==> config.mk <==
export PLATFORM = sky130hd
export DESIGN_NAME = pulse_channel_scheduler
export DESIGN_NICKNAME = d
export VERILOG_FILES = /design/src/rtl/pulse_sched_pkg.sv /design/src/rtl/pulse_channel_scheduler_rr_pick.sv /design/src/rtl/pulse_channel_scheduler.sv
export SDC_FILE = /design/constraint.sdc
export NUM_CORES = 1
export LEC_CHECK = 0
export CAP_MARGIN = 0
export CORE_MARGIN = 2
export CORE_UTILIZATION = 46
export DETAILED_ROUTE_END_ITERATION = 6
export GPL_ROUTABILITY_DRIVEN = 0
export HOLD_SLACK_MARGIN = 0.02
export PLACE_DENSITY = 0.74
export SYNTH_ARGS = -nofsm -noshare
export SYNTH_HDL_FRONTEND = slang
export SYNTH_HIERARCHICAL = 1
export SYNTH_SLANG_ARGS = --single-unit
==> constraint.sdc <==
create_clock -name clk1 -period 1.5 [get_ports clk1]
set_input_delay 0.3 -clock clk1 [delete_from_list [all_inputs] [get_ports clk1]]
set_output_delay 0.3 -clock clk1 [all_outputs]
set_load 0.01 [all_outputs]
==> src/rtl/pulse_sched_pkg.sv <==
// Shared definitions for the pulse channel scheduler: FSM state encoding,
// default sizing constants and the overflow-counter width.
package pulse_sched_pkg;

    localparam int DEF_N_REQ = 4;
    localparam int DEF_GAP   = 2;
    localparam int OVF_CNT_W = 8;

    // GAP is also the name of a module parameter, so states carry an S_ prefix.
    typedef enum logic [1:0] {
        S_IDLE = 2'd0,
        S_FIRE = 2'd1,
        S_GAP  = 2'd2
    } sched_state_e;

endpackage

==> src/rtl/pulse_channel_scheduler_rr_pick.sv <==
// Round-robin picker: returns the first set bit of pend at or after ptr,
// wrapping around to index 0. Purely combinational.
module rr_pick
    import pulse_sched_pkg::*;
#(
    parameter int N   = DEF_N_REQ,
    parameter int IDW = $clog2(N)
) (
    input  logic [N-1:0]   pend,
    input  logic [IDW-1:0] ptr,
    output logic [IDW-1:0] winner,
    output logic           any_valid
);

    // Two ordered passes: first indices >= ptr, then the wrapped-around ones below ptr.
    always_comb begin
        // NOTE: every output gets a default before the loops so no path leaves it unassigned (no latch).
        winner    = '0;
        any_valid = 1'b0;
        for (int i = 0; i < N; i++) begin
            if (!any_valid && pend[i] && (i >= int'(ptr))) begin
                winner    = IDW'(i);
                any_valid = 1'b1;
            end
        end
        for (int i = 0; i < N; i++) begin
            if (!any_valid && pend[i] && (i < int'(ptr))) begin
                winner    = IDW'(i);
                any_valid = 1'b1;
            end
        end
    end

endmodule

==> src/rtl/pulse_channel_scheduler.sv <==
// Pulse channel scheduler: N_REQ requesters share one pulse channel into a
// pulse synchronizer. Events are latched as pending flags, served round-robin,
// and every issued pulse is followed by GAP forced idle cycles.
// Optional feature: define PULSE_SCHED_OVF_CNT_EN to add a saturating 8-bit
// ovf_count output counting merged (overflowed) events.
module pulse_channel_scheduler
    import pulse_sched_pkg::*;
#(
    parameter int N_REQ = DEF_N_REQ,
    parameter int GAP   = DEF_GAP
) (
    input  logic                     clk1,
    input  logic                     reset,
    input  logic [N_REQ-1:0]         req,
    output logic [N_REQ-1:0]         pend,
    output logic                     pulse_out,
    output logic [$clog2(N_REQ)-1:0] pulse_id,
    output logic                     overflow,
    output logic                     busy
`ifdef PULSE_SCHED_OVF_CNT_EN
    ,
    output logic [OVF_CNT_W-1:0]     ovf_count
`endif
);

    localparam int IDW = $clog2(N_REQ);
    localparam int GCW = 4;

    if (N_REQ < 2 || N_REQ > 16) begin : g_bad_n_req
        $error("pulse_channel_scheduler: N_REQ must be in 2..16");
    end
    if (GAP < 1 || GAP > 15) begin : g_bad_gap
        $error("pulse_channel_scheduler: GAP must be in 1..15");
    end

    sched_state_e     state_q, state_d;
    logic [GCW-1:0]   gap_cnt_q, gap_cnt_d;
    logic [N_REQ-1:0] pend_q, pend_d;
    logic [IDW-1:0]   ptr_q, ptr_d;
    logic             pulse_q, pulse_d;
    logic [IDW-1:0]   pulse_id_q, pulse_id_d;
    logic             ovf_q, ovf_d;
    logic [IDW-1:0]   winner;
    logic             any_valid;
    logic             grant;
    logic [N_REQ-1:0] grant_mask;

    rr_pick #(.N(N_REQ), .IDW(IDW)) u_rr_pick (
        .pend      (pend_q),
        .ptr       (ptr_q),
        .winner    (winner),
        .any_valid (any_valid)
    );

    // State and datapath registers with synchronous reset.
    always_ff @(posedge clk1) begin
        // NOTE: non-blocking assignments so every flop samples the pre-edge values of the others.
        if (reset) begin
            state_q    <= S_IDLE;
            gap_cnt_q  <= '0;
            pend_q     <= '0;
            ptr_q      <= '0;
            pulse_q    <= 1'b0;
            pulse_id_q <= '0;
            ovf_q      <= 1'b0;
        end else begin
            state_q    <= state_d;
            gap_cnt_q  <= gap_cnt_d;
            pend_q     <= pend_d;
            ptr_q      <= ptr_d;
            pulse_q    <= pulse_d;
            pulse_id_q <= pulse_id_d;
            ovf_q      <= ovf_d;
        end
    end

    // Next-state logic: grant whenever IDLE or the last GAP cycle finds work pending.
    always_comb begin
        state_d   = state_q;
        gap_cnt_d = gap_cnt_q;
        grant     = 1'b0;
        case (state_q)
            S_IDLE: begin
                if (any_valid) begin
                    state_d = S_FIRE;
                    grant   = 1'b1;
                end
            end
            S_FIRE: begin
                state_d   = S_GAP;
                gap_cnt_d = GCW'(GAP - 1);
            end
            S_GAP: begin
                if (gap_cnt_q == '0) begin
                    if (any_valid) begin
                        state_d = S_FIRE;
                        grant   = 1'b1;
                    end else begin
                        state_d = S_IDLE;
                    end
                end else begin
                    gap_cnt_d = gap_cnt_q - 1'b1;
                end
            end
            default: state_d = S_IDLE;
        endcase
    end

    // Outputs and pending bookkeeping: a new req re-arms a bit even as it is granted.
    always_comb begin
        grant_mask = grant ? (N_REQ'(1) << winner) : '0;
        pend_d     = (pend_q & ~grant_mask) | req;
        ovf_d      = |(req & pend_q & ~grant_mask);
        pulse_d    = grant;
        pulse_id_d = grant ? winner : '0;
        ptr_d      = ptr_q;
        if (grant) begin
            ptr_d = (winner == IDW'(N_REQ - 1)) ? '0 : winner + 1'b1;
        end
        busy = (state_q != S_IDLE);
    end

    assign pend      = pend_q;
    assign pulse_out = pulse_q;
    assign pulse_id  = pulse_id_q;
    assign overflow  = ovf_q;

`ifdef PULSE_SCHED_OVF_CNT_EN
    logic [OVF_CNT_W-1:0] ovf_cnt_q, ovf_cnt_d;

    // Saturating count of merged events, advanced on the same edge that raises overflow.
    always_comb begin
        ovf_cnt_d = ovf_cnt_q;
        if (ovf_d && (ovf_cnt_q != '1)) begin
            ovf_cnt_d = ovf_cnt_q + 1'b1;
        end
    end

    // Overflow counter register.
    always_ff @(posedge clk1) begin
        if (reset) begin
            ovf_cnt_q <= '0;
        end else begin
            ovf_cnt_q <= ovf_cnt_d;
        end
    end

    assign ovf_count = ovf_cnt_q;
`endif

endmodule
==> flow_summary.yaml, run 1 <==
status:
  status: "finished, violations left"
  violations: "setup timing"
final_layout:
  stdcell_area_mm2: 0.00136
  drive_gt1_share_pct: 40.3
  final_util_pct: 77.0
  seqCellArea_um2: 342
  multi_input_area_um2: 577
  areaGrowthSynthToFinish_pct: 54.8
  fin_nets: 156
  layoutNonFillerInstCount: 169
  antenna_cells: 0
  nFillCells: 136
pwr:
  p_total_mw: 1.34
  powerDensity_mw_per_mm2: 987
  power.leakage_nw: 0.615
  ir_drop_v: 0.000701
logic_synthesis:
  yosysTopAreaCell: "dfxtp_1"
  post-synth-top-count-cell: "dfxtp_1"
  syn_inst: 105
  seq_area_frac_synth_pct: 36.5
  synth.area.top_cells: "dfxtp_1 (37%), ha_1 (7.1%), a21oi_1 (5.1%), nor2_1 (5.1%), nand2_1 (4.3%)"
  yosysWarningCount: 6
  synth_edf_count: 0
  synth-seq-cells: 16
  syn_area_um2: 877
  synth_flop_cell: "dfxtp_1"
  mappedNetlistNets: 116
  synthDominantCellAreaShare_pct: 36.5
  synth_common_cells: "dfxtp_1 (16), nor2_1 (12), nand2_1 (10)"
  synth_cell_types: 36
  async_flop_share_pct: 0
  syn_area_per_cell_um2: 8.35
timing:
  setup_viol: 7
  min_period_over_period_pct: 117
  slew_violations: 0
  final_hold_viol_count: 0
  clock.fmax_mhz: 569
  clock_skew_ps: 0.864
  fin_tns_setup_ps: -657
  hold_slack_ps: 492
  relSlewSlack_pct: 79.4
  fin_ws_ps: -256
  tightest_slew_ps: 307
  period_needed_ps: 1760
  rsz0062_at_grt: "yes"
floorplanning:
  ios: 15
  fp.coreArea_mm2: 0.00176
  die_y_um: 47.7
  initial_core_util_pct: 49.7
  row_count: 15
  die_x_um: 47.7
  dieArea_mm2: 0.00227
clock_tree:
  cts_tree: "done"
  clock-root-buffer: "clkbuf_4"
  cts_sinks: 16
  cts_buffers: 3
  insertion_delay_ps: 280
  cts.path.max_buffers: 2
  path_clk_slew_ps: 100
  h-tree-depth: 1
min_path:
  min_from: "ptr_q[0]"
  min_path_type: "flip-flop to flip-flop"
routing:
  drc: 0
  ant_nets: 0
  viasPerCell: 5.47
  wl_per_cell_um: 15.0
  dr.pass1.iters: 4
  finalWirelength_um: 2540
  dr.first_iter.drc_count: 14
  via_count: 925
setup_path:
  worst_ep_required_time_ps: 1710
  r2r_start: "ptr_q[1]"
  worstSetupStartpoint: "ptr_q[1]"
  max_stage_delay_ps: 380
  cp_max_fo: 6
  crit_path_start_kind: "flip-flop"
  slowest_stage: "dfxtp_4"
  worstPathArrival_ps: 1970
  critPathKind: "flip-flop to flip-flop"
  cp-end-kind: "flip-flop"
  path_cells: "nand3b_1 > o21ai_1 > a221oi_2 > inv_1 > buf_4 > ha_2 > a21oi_1 > o2bb2ai_1"
grt:
  grt_max_degree: 18
  grt_overflow: 0
  antenna_found_initial: 0
  grt_pass1_vias: 829
  grt_pass1_wl_um: 3760
  grt_usage_pct: 24.2
placed_design:
  dp_slack_ps: -111
  placed_area_mm2: 0.00120
  dp_hpwl_um: 1630
  portBuffers: 14
  placedCellCount: 158
job:
  drv_cap: 0
[worst paths after layout]
path | depth (start not counted) | to | slack (ps)
setup / recovery | 8 | overflow | -260
setup reg to reg | 8 | overflow | -260
hold / removal | 2 | ptr_q[0] | 490
hold reg to reg | 2 | ptr_q[0] | 490
[cell families after synthesis]
logic type | share of synthesized area, %
AO/OA/AOI/OAI | 23.7
buffers and inverters | 5.14
flip-flops | 36.5
AND/OR/NAND/NOR | 25.3
adder cells (fa/ha/maj) | 7.13
multiplexers | 2.28
[per-layer routing]
| metal | wire length (µm) | part of all wire (%) | global-route usage (%) | up-vias |
|---|---|---|---|---|
| li1 | - | - | - | 449 |
| met1 | 1050 | 41 | 31.8 | 428 |
| met2 | 1270 | 50 | 37.3 | 40 |
| met3 | 154 | 6.1 | 6.04 | 8 |
| met4 | 66 | 2.6 | 11.4 | 0 |
| met5 | 0 | 0 | 0 | - |
[placed cells by master, fill, tap and decap left out, types with 3 or more instances in the layout]
master,Yosys,routed
nor3_1,5,5
dfxtp_4,0,4
o21ai_1,2,3
dfxtp_1,16,7
nand2_1,10,10
nor2_1,12,11
clkdlybuf4s50_1,0,7
dfxtp_2,0,5
clkbuf_4,0,3
a21oi_1,9,8
buf_4,0,23
ha_2,0,3
inv_1,8,6
dlymetal6s2s_1,0,4
[what timing repair did]
| action | in CTS | in global routing |
|---|---|---|
| buffers inserted | 4 | 3 |
| gates cloned | 0 | 0 |
| hold buffers | 0 | 0 |
| pin swaps | 5 | 6 |
| endpoints found under the hold margin | 0 | 0 |
| setup endpoints to repair | 14 | 16 |
| gates resized for setup | 18 | 12 |
[registers in the layout, indices dropped and copies added, names as in the netlist]
| signal | flops |
|---|---|
| gap_cnt_q | 4 |
| ptr_q | 2 |
| pend | 4 |
| state_q | 2 |
| pulse_out | 1 |
| pulse_id | 2 |
| overflow | 1 |
[power by group]
group / switching (mW) / internal, mW
logic: 0.274 / 0.306
clock network: 0.138 / 0.103
registers: 0.0435 / 0.476
[cell type report]
| class | instances | share of cell area (%) |
|---|---|---|
| Tap cell | 25 | 2.30 |
| Clock buffer | 4 | 1.94 |
| Inverter | 8 | 2.21 |
| Timing Repair Buffer | 39 | 25.9 |
| Multi-Input combinational cell | 77 | 42.5 |
| Sequential cell | 16 | 25.2 |
[worst max-delay path, delay by kind of cell, from the launching register on]
family / cells / cell delay (ps)
AOI/OAI and AO/OA: 4 / 770
DFF: 1 / 380
buffers and inverters: 2 / 280
adders and majority gates: 1 / 180
and+or+nand+nor: 1 / 80
Note: power is estimated with default switching activity, not from simulation.
==> run 2: changes to the inputs <==
--- a/config.mk
+++ b/config.mk
@@ -12,6 +12,7 @@
 export GPL_ROUTABILITY_DRIVEN = 0
 export HOLD_SLACK_MARGIN = 0.02
 export PLACE_DENSITY = 0.74
+export SKIP_CTS_REPAIR_TIMING = 1
 export SYNTH_ARGS = -nofsm -noshare
 export SYNTH_HDL_FRONTEND = slang
 export SYNTH_HIERARCHICAL = 1
==> flow_summary.yaml, run 2 (synthesized netlist as in run 1, its figures left out) <==
status:
  status: "finished, violations left"
  violations: "setup timing"
final_layout:
  final_common_cell: "buf_4"
  layoutNonFillerInstCount: 165
  final_util_pct: 77.1
  antenna_cells: 0
  fin_nets: 152
  layout_common_cells: "buf_4 (19), nor2_1 (11), nand2_1 (10), clkdlybuf4s50_1 (10)"
  drive_gt1_share_pct: 40.7
  stdcell_area_mm2: 0.00136
  areaGrowthSynthToFinish_pct: 55.1
floorplanning:
  initial_core_util_pct: 49.7
  die_y_um: 47.7
  dieArea_mm2: 0.00227
  fp.coreArea_mm2: 0.00176
  row_count: 15
  ios: 15
  die_x_um: 47.7
clock_tree:
  clock-root-buffer: "clkbuf_4"
  cts_tree: "done"
  insertion_delay_ps: 280
  path_clk_slew_ps: 90
  h-tree-depth: 1
  cts_sinks: 16
  cts_buffers: 3
  cts.path.max_buffers: 2
routing:
  viasPerCell: 5.33
  drc: 0
  finalWirelength_um: 2390
  dr.first_iter.drc_count: 17
  ant_nets: 0
  wl_per_cell_um: 14.5
  dr.pass1.iters: 4
  via_count: 879
setup_path:
  slowest_stage: "dfxtp_4"
  worst-path-buf-inv: 1
  worstSetupStartpoint: "ptr_q[1]"
  cp-end-kind: "flip-flop"
  crit_path_start_kind: "flip-flop"
  cpLargestDelayFamily: "compound AO/OA/AOI/OAI gates"
  path_cells: "mux2i_1 > a221oi_2 > inv_2 > ha_2 > o22ai_2 > a31oi_1 > o2bb2ai_1"
  worst_ep_required_time_ps: 1720
  critPathKind: "flip-flop to flip-flop"
  max_stage_delay_ps: 380
  r2r_start: "ptr_q[1]"
  worstPathArrival_ps: 1850
  cp_max_fo: 6
timing:
  final_hold_viol_count: 0
  hold_slack_ps: 493
  min_period_over_period_pct: 109
  tightest_slew_ps: 449
  rsz0062_at_grt: "yes"
  fin_ws_ps: -134
  slew_violations: 0
  relSlewSlack_pct: 69.8
  setup_viol: 8
  fin_tns_setup_ps: -516
  period_needed_ps: 1630
  clock.fmax_mhz: 612
  clock_skew_ps: 2.28
placed_design:
  placedCellCount: 158
  dp_hpwl_um: 1630
  portBuffers: 14
  placed_area_mm2: 0.00120
  dp_slack_ps: -111
grt:
  grt_pass1_vias: 785
  grt_overflow: 0
  grt_pass1_wl_um: 3370
  antenna_found_initial: 0
  grt_usage_pct: 21.5
  grt_max_degree: 18
pwr:
  combinationalPowerShare_pct: 42.9
  p_sw_mw: 0.451
  powerDensity_mw_per_mm2: 974
  cell_internal_pwr_mw: 0.873
  seq_power_share_pct: 39.3
  p_total_mw: 1.32
  ir_drop_v: 0.000683
  power.leakage_nw: 0.580
  clkPwrFrac_pct: 17.8
  sw_frac_of_total_pct: 34.0
job:
  drv_cap: 0
min_path:
  min_path_type: "flip-flop to flip-flop"
  min_from: "ptr_q[0]"
==> run 2: path summary, 6_finish.rpt <==
| check | endpoint | slack (ps) | depth (start not counted) |
|---|---|---|---|
| max | overflow | -130 | 7 |
| min | ptr_q[0] | 490 | 2 |
| max reg2reg | overflow | -130 | 7 |
| min reg2reg | ptr_q[0] | 490 | 2 |
==> run 2: power groups by stage <==
| stage | sequential [mW] | combinational, mW | clock (mW) |
|---|---|---|---|
| after floorplan | 0.536 | 0.255 | 0 |
| after global placement | 0.521 | 0.464 | 0 |
| after detailed placement | 0.528 | 0.478 | 0 |
| after CTS | 0.517 | 0.481 | 0.244 |
| after global routing | 0.527 | 0.621 | 0.263 |
| final | 0.520 | 0.568 | 0.235 |
==> run 2: worst min-delay path, delay by kind of cell (launching register included) <==
| family | cells | cell delay [ps] |
|---|---|---|
| flops | 1 | 360 |
| simple gates | 1 | 60 |
| compound gates | 1 | 50 |
==> run 2: area by class of cell <==
class	instances	area, µm²
inverters	8	30.0
fillers	136	404
clock buffers	4	26.3
flip-flops and latches	16	340
multi-input cells	77	608
repair buffers	35	324
well taps	25	31.3
==> run 2: per-layer routing <==
metal  GRT usage [%]  wire (µm)  vias to the layer above  share of wire [%]
li1                -          -                      442                  -
met1            28.1       1130                      417                 47
met2            35.7       1160                       16                 49
met3            4.53         70                        4                2.9
met4            6.49         29                        0                1.2
met5               0          0                        -                  0
==> patch 1 (flow settings as in run 2) <==
Change the localparam `GCW` from 4 to 8.
--- a/src/rtl/pulse_channel_scheduler.sv
+++ b/src/rtl/pulse_channel_scheduler.sv
@@ -26,3 +26,3 @@
     localparam int IDW = $clog2(N_REQ);
-    localparam int GCW = 4;
+    localparam int GCW = 8;
 
Check against the original RTL: no difference found for any inputs over 10 cycles, from zero or initial values and one cycle with reset high; that may be too few to reach the edited logic, so the function may still have changed.
==> patch 1 against run 2 <==
- the run still ends with setup timing left
- sequential cell count is 4 higher
- largest power group unchanged
- fmax down 8.3%
- worst hold slack improved by 68 ps
- final area rose by 40%
- clock skew rose by 15 ps
- setup slack got worse by 150 ps
- total power up 63%
- sequential share of layout area is 2.4 points lower
- wire length is 70% higher
- global-route usage up 2.1 points
- synthesized area rose by 25%
- critical endpoint unchanged
- via count up 44%
==> patch 1: results (changes against run 2) <==
Parameter                              Value

Status
  Result of the run ... finished, violations left
  Violations in the final reports ... setup timing

Yosys
  Top cells by area, synth ... sky130_fd_sc_hd__dfxtp_1, sky130_fd_sc_hd__ha_1, sky130_fd_sc_hd__nor2_1
  Sequential area share after synthesis ... 36.6% (+0.052 points)
  Leading post-synthesis cells by instance count ... sky130_fd_sc_hd__dfxtp_1, sky130_fd_sc_hd__nor2_1, sky130_fd_sc_hd__inv_1, sky130_fd_sc_hd__nand2_1, sky130_fd_sc_hd__a21oi_1
  XOR/XNOR share of the synthesized area ... 0.800% (+0.80 points)
  Post-synthesis share of cell area spent on full adders, half adders and majority gates ... 6.86% (-0.28 points)
  Syn Nets ... 141 (+22%)

Min path
  Hold path startpoint ... req[3]
  Hold Path End ... pend[3]$_SDFF_PP0_
  Worst Hold Path Cells ... 3 (+1)

Timing
  Final setup slack of the worst path ... -282 ps (-148 ps)
  TNS Setup ... -2320 ps (-1800 ps)
  # setup viols final ... 16 (+8)
  Post-Route Hold Slack ... 562 ps (+68.2 ps)

Place
  Placed standard-cell area ... 1570 µm² (+31%)
  HPWL Detailed ... 2.25 mm (+38%)
  Post-Place Worst Slack ... -231 ps (-120 ps)

Route
  Detailed-route wire length on metal 1 ... 1.79 mm (+59%)
  Detailed route wirelength on metal2 ... 1.88 mm (+61%)
  Routed wire length on met3 ... 245 µm (+250%)
  Average via count per standard cell ... 5.97 (+12%)

Layout
  Share of layout cells above drive strength 1 ... 53.3% (+13 points)
  Non-Clock Buffer Count ... 53 (+51%)
  Area fraction of clock buffers and clock inverters ... 2.76% (+0.83 points)
  Number of signal-net inverters in the final layout ... 13 (+5)
  Non-Clock Buffer Area Fraction ... 25.3% (+1.5 points)
  Share of cell area taken by multi-input logic gates ... 44.9% (+0.19 points)

CTS
  Clock latency at the later pin of the worst-skew pair ... 310 ps (+30 ps)
  Clock slew seen by the registers of the worst setup and hold paths ... 140 ps (+50 ps)
  Num Clock Sinks ... 20 (+4)

Worst setup path
  Arrival time worst endpoint ... 1990 ps (+140 ps)
  Worst reg2reg path depth ... 6 (-1)

GRT
  Met2 layer usage reported by global route ... 38.3% (+2.7 points)
  Vias in the first global route ... 1,090 (+39%)
  First-pass GRT wire length ... 4.83 mm (+43%)
  Maximum number of pins on one net before global-route repair ... 13 (-5)
  Total Routing Usage GR ... 23.6% (+2.1 points)
==> patch 1: cell types whose count changed after synthesis, sizes merged, moves of 3 or more <==
| cell | run 2 | this run |
|---|---|---|
| inv | 8 | 13 |
| nor2 | 12 | 17 |
| dfxtp | 16 | 20 |
| a31oi | 3 | 0 |
| clkbuf | 4 | 1 |
| nand2 | 10 | 13 |
==> patch 1: power by group through the flow <==
stage	combinational [W]	clock, W	sequential [W]
after floorplan	0.000385	0	0.000690
after global placement	0.000730	0	0.000671
after detailed placement	0.000746	0	0.000676
after CTS	0.000754	0.000454	0.000665
after global routing	0.00106	0.000480	0.000705
final	0.00101	0.000453	0.000698
==> patch 1: critical path, cell delays in order, from the launching register on <==
cell,delay (ps)
sky130_fd_sc_hd__dfxtp_4,410
sky130_fd_sc_hd__mux2i_4,200
sky130_fd_sc_hd__a221oi_4,390
sky130_fd_sc_hd__ha_2,280
sky130_fd_sc_hd__o22ai_2,70
sky130_fd_sc_hd__o31ai_2,240
sky130_fd_sc_hd__a21oi_1,100
==> patch 2 (flow settings as in run 2) <==
Made on the original files. Encoding of `sched_state_e`: now one-hot (3 bits for 3 states).
--- a/src/rtl/pulse_sched_pkg.sv
+++ b/src/rtl/pulse_sched_pkg.sv
@@ -9,6 +9,6 @@
     // GAP is also the name of a module parameter, so states carry an S_ prefix.
-    typedef enum logic [1:0] {
-        S_IDLE = 2'd0,
-        S_FIRE = 2'd1,
-        S_GAP  = 2'd2
+    typedef enum logic [2:0] {
+        S_IDLE = 3'b001,
+        S_FIRE = 3'b010,
+        S_GAP  = 3'b100
     } sched_state_e;
Function: no difference found for any inputs over 10 cycles, from zero or initial values and one cycle with reset high; not proved beyond that.
==> patch 2 against run 2 <==
- the run still ends with setup timing left
- total power grew 9.6%
- final area grew 0.55%
- global-route usage shrank 2.9 points
- sequential power grew 12%
- sequential cell count grew 1
- wire length grew 1.2%
- synthesized area grew 7.0%
- setup slack lost 39 ps
- clock power grew 6%
==> patch 2: results (changes against run 2) <==
Parameter                              Value

Route
  First-iteration detailed-routing DRC count ... 15 (-2)
  Antenna viol nets, final ... 0 (unchanged)
  WL per Instance ... 14.2 µm (-1.8%)
  Overall via count from detail_route ... 914 (+4.0%)

Place
  Post-Place Worst Slack ... -200 ps (-89.3 ps)
  Port bufs ... 14 (unchanged)
  HPWL Detailed ... 1.56 mm (-4.0%)

GRT
  Initial antenna violation count ... 0 (unchanged)
  Maximum number of pins on one net before global-route repair ... 13 (-5)
  Total Routing Usage GR ... 18.6% (-2.9 points)
  First-pass GRT wire length ... 3.44 mm (+2.0%)
  Vias in the first global route ... 806 (+2.7%)

Status
  Violations in the final reports ... setup timing
  Result of the run ... finished, violations left

Flow run
  Number of max-capacitance violations reported ... 0 (unchanged)

Worst setup path
  Delay of the slowest critical-path stage ... 420 ps (+40 ps)
  Worst Path Max Fanout ... 6 (unchanged)
  CP endpoint ... overflow$_SDFF_PP0_
  Arrival time worst endpoint ... 1900 ps (+50 ps)
  Critical-path cell with the highest stage delay ... sky130_fd_sc_hd__a221oi_2

Timing
  # setup viols final ... 15 (+7)
  TNS Setup ... -1160 ps (-644 ps)
  Final setup slack of the worst path ... -173 ps (-39.2 ps)
  Layout Skew ... 4.27 ps (+2.00 ps)
  Max_slew headroom ... 74.2% (+4.5 points)

Yosys
  Count of cell types in the netlist ... 32 (-11%)
  Area fraction in compound gates after synthesis ... 21.7% (-1.9 points)
  XOR/XNOR share of the synthesized area ... 0% (unchanged)
  Leading post-synthesis cells by instance count ... sky130_fd_sc_hd__dfxtp_1, sky130_fd_sc_hd__inv_1, sky130_fd_sc_hd__a21oi_1
  Post-synthesis share of cell area spent on full adders, half adders and majority gates ... 6.67% (-0.47 points)
  Syn Nets ... 120 (+3.4%)
  Mux contribution to synthesized area ... 5.33% (+3.1 points)
  Top cells by area, synth ... sky130_fd_sc_hd__dfxtp_1, sky130_fd_sc_hd__ha_1, sky130_fd_sc_hd__a21oi_1
  Sequential area share after synthesis ... 36.3% (-0.25 points)

Layout
  Share of layout cells above drive strength 1 ... 39.2% (-1.6 points)
  Final antenna diode count ... 0 (unchanged)
  Nets ... 155 (+2.0%)

Power and ir drop
  Leakage power total ... 0.565 nW (-2.7%)
  Worst VDD drop ... 637 µV (-6.7%)

CTS
  Inserted Clock Buffers ... 3 (unchanged)
patch 2: where the power goes:
group          internal [W]  leakage, nW  total (W)  switching [W]
clock network      0.000103       0.0150   0.000248       0.000145
registers          0.000514        0.143   0.000581      0.0000673
logic              0.000330        0.406   0.000621       0.000292
patch 2: cells by family after synthesis:
group | after synthesis
compound gates | 30
fa+ha+maj | 5
buf+inv | 21
flops | 17
mux | 5
simple gates | 31
patch 2: layout make-up:
class / instances / area, µm²
tap: 27 / 33.8
sequential: 17 / 359
multi-input combinational: 72 / 591
fill: 151 / 574
inverter: 16 / 62.6
clock buffer: 4 / 26.3
timing repair buffer: 34 / 295
patch 2: worst reg2reg max path, delay by kind of cell, from the launching register on:
| kind | cells | cell delay, ps |
|---|---|---|
| AOI/OAI and AO/OA | 3 | 680 |
| buffers and inverters | 2 | 200 |
| muxes | 1 | 130 |
| DFF | 1 | 380 |
| adders and majority gates | 1 | 200 |
patch 2: layer usage:
| layer | track usage (%) | vias up | wire length (µm) |
|---|---|---|---|
| met3 | 3.68 | 8 | 65 |
| li1 | - | 451 | - |
| met5 | 0 | - | 0 |
| met1 | 22.7 | 440 | 1030 |
| met2 | 30.4 | 15 | 1250 |
| met4 | 10.0 | 0 | 72 |
patch 2: stage by stage:
| stage | cell area [µm²] | hold slack [ps] | std cells | util, % | power, W |
|---|---|---|---|---|---|
| 3_3_place_gp | 1220 | 482 | 161 | 62.8 | 0.00107 |
| 3_5_place_dp | 1220 | 494 | 161 | 62.8 | 0.00109 |
| 6_report | 1370 | 492 | 170 | 70.4 | 0.00145 |
| 5_1_grt | 1370 | 528 | 170 | 70.4 | 0.00153 |
| 2_1_floorplan | 957 | 419 | 109 | - | 0.000895 |
| 4_1_cts | 1250 | 509 | 165 | 64.2 | 0.00134 |
